## src/rtl/fp_add_rr_scheduler.sv

```systemverilog
// fp_add_rr_scheduler: round-robin arbiter sharing one pipelined FP adder among NUM_REQ requesters.
// Ports: clk/rst (async, active-low); hold stops new grants; req_vld/req_a/req_b in, req_rdy one-hot grant;
// add_vld/add_a/add_b to the adder, add_result/add_state back; rsp_vld/rsp_result/rsp_state one-hot
// response after ADD_LAT+2 cycles; busy while any tag is in flight.
// Optional FP_ADD_SCHED_PERF_EN adds perf_clr and per-requester saturating grant counters perf_grant_cnt.
module fp_add_rr_scheduler #(
  parameter int NUM_REQ = 4,
  parameter int ADD_LAT = 6,
  parameter int ID_W    = $clog2(NUM_REQ)
) (
  input  logic                        clk,
  input  logic                        rst,
  input  logic                        hold,
  input  logic [NUM_REQ-1:0]          req_vld,
  input  logic [NUM_REQ-1:0][31:0]    req_a,
  input  logic [NUM_REQ-1:0][31:0]    req_b,
  output logic [NUM_REQ-1:0]          req_rdy,
  output logic                        add_vld,
  output logic [31:0]                 add_a,
  output logic [31:0]                 add_b,
  input  logic [31:0]                 add_result,
  input  logic [1:0]                  add_state,
  output logic [NUM_REQ-1:0]          rsp_vld,
  output logic [31:0]                 rsp_result,
  output logic [1:0]                  rsp_state,
`ifdef FP_ADD_SCHED_PERF_EN
  input  logic                        perf_clr,
  output logic [NUM_REQ-1:0][15:0]    perf_grant_cnt,
`endif
  output logic                        busy
);
  logic [ID_W-1:0] ptr_q, ptr_d, gnt_id;
  logic found, xfer;
  logic add_vld_q, add_vld_d;
  logic [31:0] add_a_q, add_a_d, add_b_q, add_b_d;
  logic [ADD_LAT:0] tv_q, tv_d;
  logic [ADD_LAT:0][ID_W-1:0] tid_q, tid_d;
  logic [NUM_REQ-1:0] rsp_vld_q, rsp_vld_d;
  logic [31:0] rsp_result_q, rsp_result_d;
  logic [1:0] rsp_state_q, rsp_state_d;
  // Search starts at ptr and wraps, so the first valid requester at or after ptr wins.
  always_comb begin
    found = 1'b0;
    gnt_id = '0;
    for (int k = 0; k < NUM_REQ; k++) begin
      if (!found && req_vld[(int'(ptr_q) + k) % NUM_REQ]) begin
        found = 1'b1;
        gnt_id = ID_W'((int'(ptr_q) + k) % NUM_REQ);
      end
    end
    xfer = found & ~hold & rst;
    req_rdy = '0;
    req_rdy[gnt_id] = xfer;
  end
  always_comb begin
    ptr_d = xfer ? (gnt_id == ID_W'(NUM_REQ - 1) ? '0 : gnt_id + ID_W'(1)) : ptr_q;
    add_vld_d = xfer;
    add_a_d = xfer ? req_a[gnt_id] : add_a_q;
    add_b_d = xfer ? req_b[gnt_id] : add_b_q;
    tv_d = {tv_q[ADD_LAT-1:0], xfer};
    tid_d = {tid_q[ADD_LAT-1:0], gnt_id};
    rsp_vld_d = '0;
    rsp_vld_d[tid_q[ADD_LAT]] = tv_q[ADD_LAT];
    // The last tag stage lines up with the adder output, so both are captured together.
    rsp_result_d = tv_q[ADD_LAT] ? add_result : rsp_result_q;
    rsp_state_d = tv_q[ADD_LAT] ? add_state : rsp_state_q;
  end
  always_ff @(posedge clk or negedge rst) begin
    if (!rst) begin
      ptr_q <= '0;
      add_vld_q <= 1'b0;
      add_a_q <= '0;
      add_b_q <= '0;
      tv_q <= '0;
      tid_q <= '0;
      rsp_vld_q <= '0;
      rsp_result_q <= '0;
      rsp_state_q <= '0;
    end else begin
      ptr_q <= ptr_d;
      add_vld_q <= add_vld_d;
      add_a_q <= add_a_d;
      add_b_q <= add_b_d;
      tv_q <= tv_d;
      tid_q <= tid_d;
      rsp_vld_q <= rsp_vld_d;
      rsp_result_q <= rsp_result_d;
      rsp_state_q <= rsp_state_d;
    end
  end
  assign add_vld = add_vld_q;
  assign add_a = add_a_q;
  assign add_b = add_b_q;
  assign rsp_vld = rsp_vld_q;
  assign rsp_result = rsp_result_q;
  assign rsp_state = rsp_state_q;
  assign busy = |tv_q;
`ifdef FP_ADD_SCHED_PERF_EN
  logic [NUM_REQ-1:0][15:0] cnt_q, cnt_d;
  always_comb begin
    cnt_d = cnt_q;
    for (int i = 0; i < NUM_REQ; i++)
      cnt_d[i] = perf_clr ? '0 : (req_rdy[i] && cnt_q[i] != 16'hFFFF) ? cnt_q[i] + 16'd1 : cnt_q[i];
  end
  always_ff @(posedge clk or negedge rst) begin
    if (!rst) cnt_q <= '0;
    else cnt_q <= cnt_d;
  end
  assign perf_grant_cnt = cnt_q;
`endif
endmodule

```

## config.mk

```make
export PLATFORM = sky130hd
export DESIGN_NAME = fp_add_rr_scheduler
export DESIGN_NICKNAME = d
export VERILOG_FILES = /design/src/rtl/fp_add_rr_scheduler.sv
export SDC_FILE = /design/constraint.sdc
export NUM_CORES = 1
export LEC_CHECK = 0
export ABC_AREA = 1
export BUFFER_PORTS_ARGS = -buffer_cell sky130_fd_sc_hd__buf_2
export CAP_MARGIN = 20
export CORE_AREA = 3 3 158 160
export CTS_CLUSTER_SIZE = 28
export DETAILED_ROUTE_END_ITERATION = 12
export DIE_AREA = 0 0 161 163
export PLACE_DENSITY = 0.61
export SLEW_MARGIN = 15
export SYNTH_ARGS = -nofsm -noshare
export SYNTH_HDL_FRONTEND = slang
export SYNTH_SLANG_ARGS = --single-unit
```

## constraint.sdc

```tcl
create_clock -name clk -period 2 [get_ports clk]
set_input_delay 0.1 -clock clk [delete_from_list [all_inputs] [get_ports clk]]
set_output_delay 0.1 -clock clk [all_outputs]
set_load 0.005 [all_outputs]
```

==> reports/results.ini <==
[status]
outcome = finished, violations left
failed_checks = setup timing

[synth]
synth_fa_ha_area_share_pct = 0
synth_nets = 1466
synthMuxAreaShare_pct = 0
synthSimpleGateAreaFrac_pct = 50.9
synth_area_um2 = 7570
synth-compound-area-share_pct = 0.314
ys_warn_count = 0
synth-seq-cells = 125
synth_top_family_by_area = simple AND/OR/NAND/NOR gates
synth_xor_area_share_pct = 0
netlist_instances = 1169
yosys.area.top_type = dfrtp_1
synth.avg_cell_area_um2 = 6.48
post_synth_num_cell_types = 22
synth_top_area_share_pct = 41.3
synthTopCellsByArea = dfrtp_1, nand2_1, nand4_1
yosysSeqAreaShare_pct = 41.3

[run]
maxCapViolCount = 0

[cells_and_area]
fin_nets = 1957
layout-drive-gt1-share_pct = 43.0
fill_cells = 2245
syn2layout_area_growth_pct = 73.4
final_cell_mix = nand2_1, buf_2, nand4_1
utilization_pct = 55.8
final_common_cell = nand2_1

[timing]
min_period_ns = 2.38
clock_skew_ns = 0.0103
layout_setup_ws_ns = -0.385
setup_viol = 71
setup_tns_ns = -17.71
finalHoldViolations = 0
rsz0062_at_grt = true
max_freq_mhz = 419
fin_crit_sh_pct = 119
drv_slew = 0
worstMarginPinSlew_ns = 0.513
slew_headroom_pct = 65.8

[drt]
first_pass_iters = 7
wire_per_inst_um = 18.6
drt-total-wl_mm = 37.2
vias = 9921
drc = 0
antenna_left = 0
drt_iter0_drc = 740
via_per_inst = 4.96

[setup_path]
cp.arrival_ns = 2.28
cp.required_ns = 1.90
cp-start-kind = flop
path_class = reg2out
crit_fanout = 8
end_kind = primary output

[floorplanning]
start_util_pct = 32.2
boundaryPins = 405
num_rows = 56
die_h_um = 163
die-area_um2 = 26200
die_w_um = 161
coreArea_um2 = 23500

[cts]
clock_latency_ns = 0.42
clock-sinks = 125
htreeDepth = 4
cts_root_buf = clkbuf_16
cts.reportedPaths.clkPinSlew_ns = 0.07
clock_path_buffers = 2
cts_tree = built
cts_buffers = 17

[global_routing]
gr-total-overflow = 0
grt_max_degree = 95
antenna_found_initial = 9
grt.total_usage_pct = 24.8
grt_pass1_wl_mm = 50.9
grt_pass1_vias = 9246

[placement]
pre_cts_ws_ns = -0.219
gp_congestion = 0.926
io_buffers = 404
dp_hpwl_mm = 22.4

[pwr]
finalPower_w = 0.0295
ir_worst_vdd_uv = 1110
leakage_nw = 7.62
power_density_nw_per_um2 = 2250

[worst_hold_path]
hold_path_class = in2reg

cell families after synthesis:
group	Yosys count
buf+inv	111
compound gates	4
flops	125
simple gates	929
metal layers:
| layer | track usage (%) | vias to the layer above | routed length, µm |
|---|---|---|---|
| met3 | 5.24 | 75 | 2650 |
| met4 | 7.67 | 4 | 889 |
| met5 | 0 | - | 17 |
| li1 | - | 4733 | - |
| met2 | 43.4 | 451 | 18400 |
| met1 | 30.7 | 4658 | 15200 |
layout make-up:
| class | instances | area [µm²] | share of cell area (%) |
|---|---|---|---|
| inverters | 18 | 85.1 | 0.648 |
| multi-input cells | 933 | 4490 | 34.2 |
| clock inverters | 15 | 166 | 1.27 |
| repair buffers | 564 | 4420 | 33.6 |
| well taps | 319 | 399 | 3.04 |
| flip-flops and latches | 125 | 3130 | 23.8 |
| diodes | 7 | 17.5 | 0.133 |
| clock buffers | 17 | 425 | 3.24 |
| repair inverters | 1 | 7.51 | 0.0572 |
cell usage after synthesis:
library cell  instances
nand2_1             778
nand4_1             129
dfrtp_1             125
buf_2                56
clkbuf_1             18
inv_1                14
buf_6                 9
nand3_1               8
buf_1                 7
nor3_1                6
buf_4                 3
inv_2                 3
nand3_2               3
nor2_1                2
a31oi_1               1
inv_4                 1
nand2_2               1
nor2_2                1
nor4_1                1
o211ai_1              1
o21ai_0               1
o21ai_1               1
state kept, by name (all words and copies together), names as in the netlist:
name / count
add_a: 32
add_b: 32
rsp_result: 32
tid_d: 12
tv_q: 7
rsp_vld: 4
ptr_q: 2
rsp_state: 2
tid_q: 2
report_power, final:
group          switching [W]  internal [W]  leakage (nW)  total [W]
logic                 0.0119        0.0104          5.77     0.0223
clock network        0.00136       0.00178         0.282    0.00314
registers           0.000557       0.00357          1.57    0.00412
worst max-delay path, stage by stage, from the launching register on:
cell and delay [ns]:
dfrtp_2 0.49, clkinvlp_4 0.18, nand2_2 0.10, nand2_2 0.06, nand2_2 0.06, nand2_2 0.06, nor2_4 0.14, nand4_1 0.15
nand3_4 0.16, buf_6 0.12, buf_12 0.11, nor2_4 0.03, nand2_2 0.07, inv_2 0.04, buf_6 0.10
final timing paths:
kind / to / slack (ns) / from / depth (start not counted)
worst min-delay path: add_b[15] / 0.06 / req_b[15] / 7
worst min register to register: tid_d[6] / 0.35 / tid_d[4] / 0
min in group asynchronous: add_b[27] / 0.38 / rst / 3
worst max-delay path: req_rdy[1] / -0.38 / ptr_q[0] / 14
max in group asynchronous: rsp_state[1] / 1.22 / rst / 3
worst max register to register: add_a[13] / -0.36 / ptr_q[0] / 19
repair_timing:
item / 4_1_cts / 5_1_grt
pin swaps: 8 / 78
hold buffers: 35 / 0
hold endpoints to repair: 159 / 0
cloned: 12 / 24
setup endpoints to repair: 71 / 71
resized for setup: 53 / 219
buffers inserted: 19 / 24
stage by stage:
step	hold WS (ns)	cell area (µm²)	instances
6_report	0.0591	13100	1999
5_1_grt	0.0739	13100	1999
4_1_cts	0.0388	11800	1947
3_5_place_dp	0.247	10200	1849
3_3_place_gp	0.244	10200	1849
2_1_floorplan	-0.196	7570	1169
No activity file was read; power rests on OpenSTA's default activity.
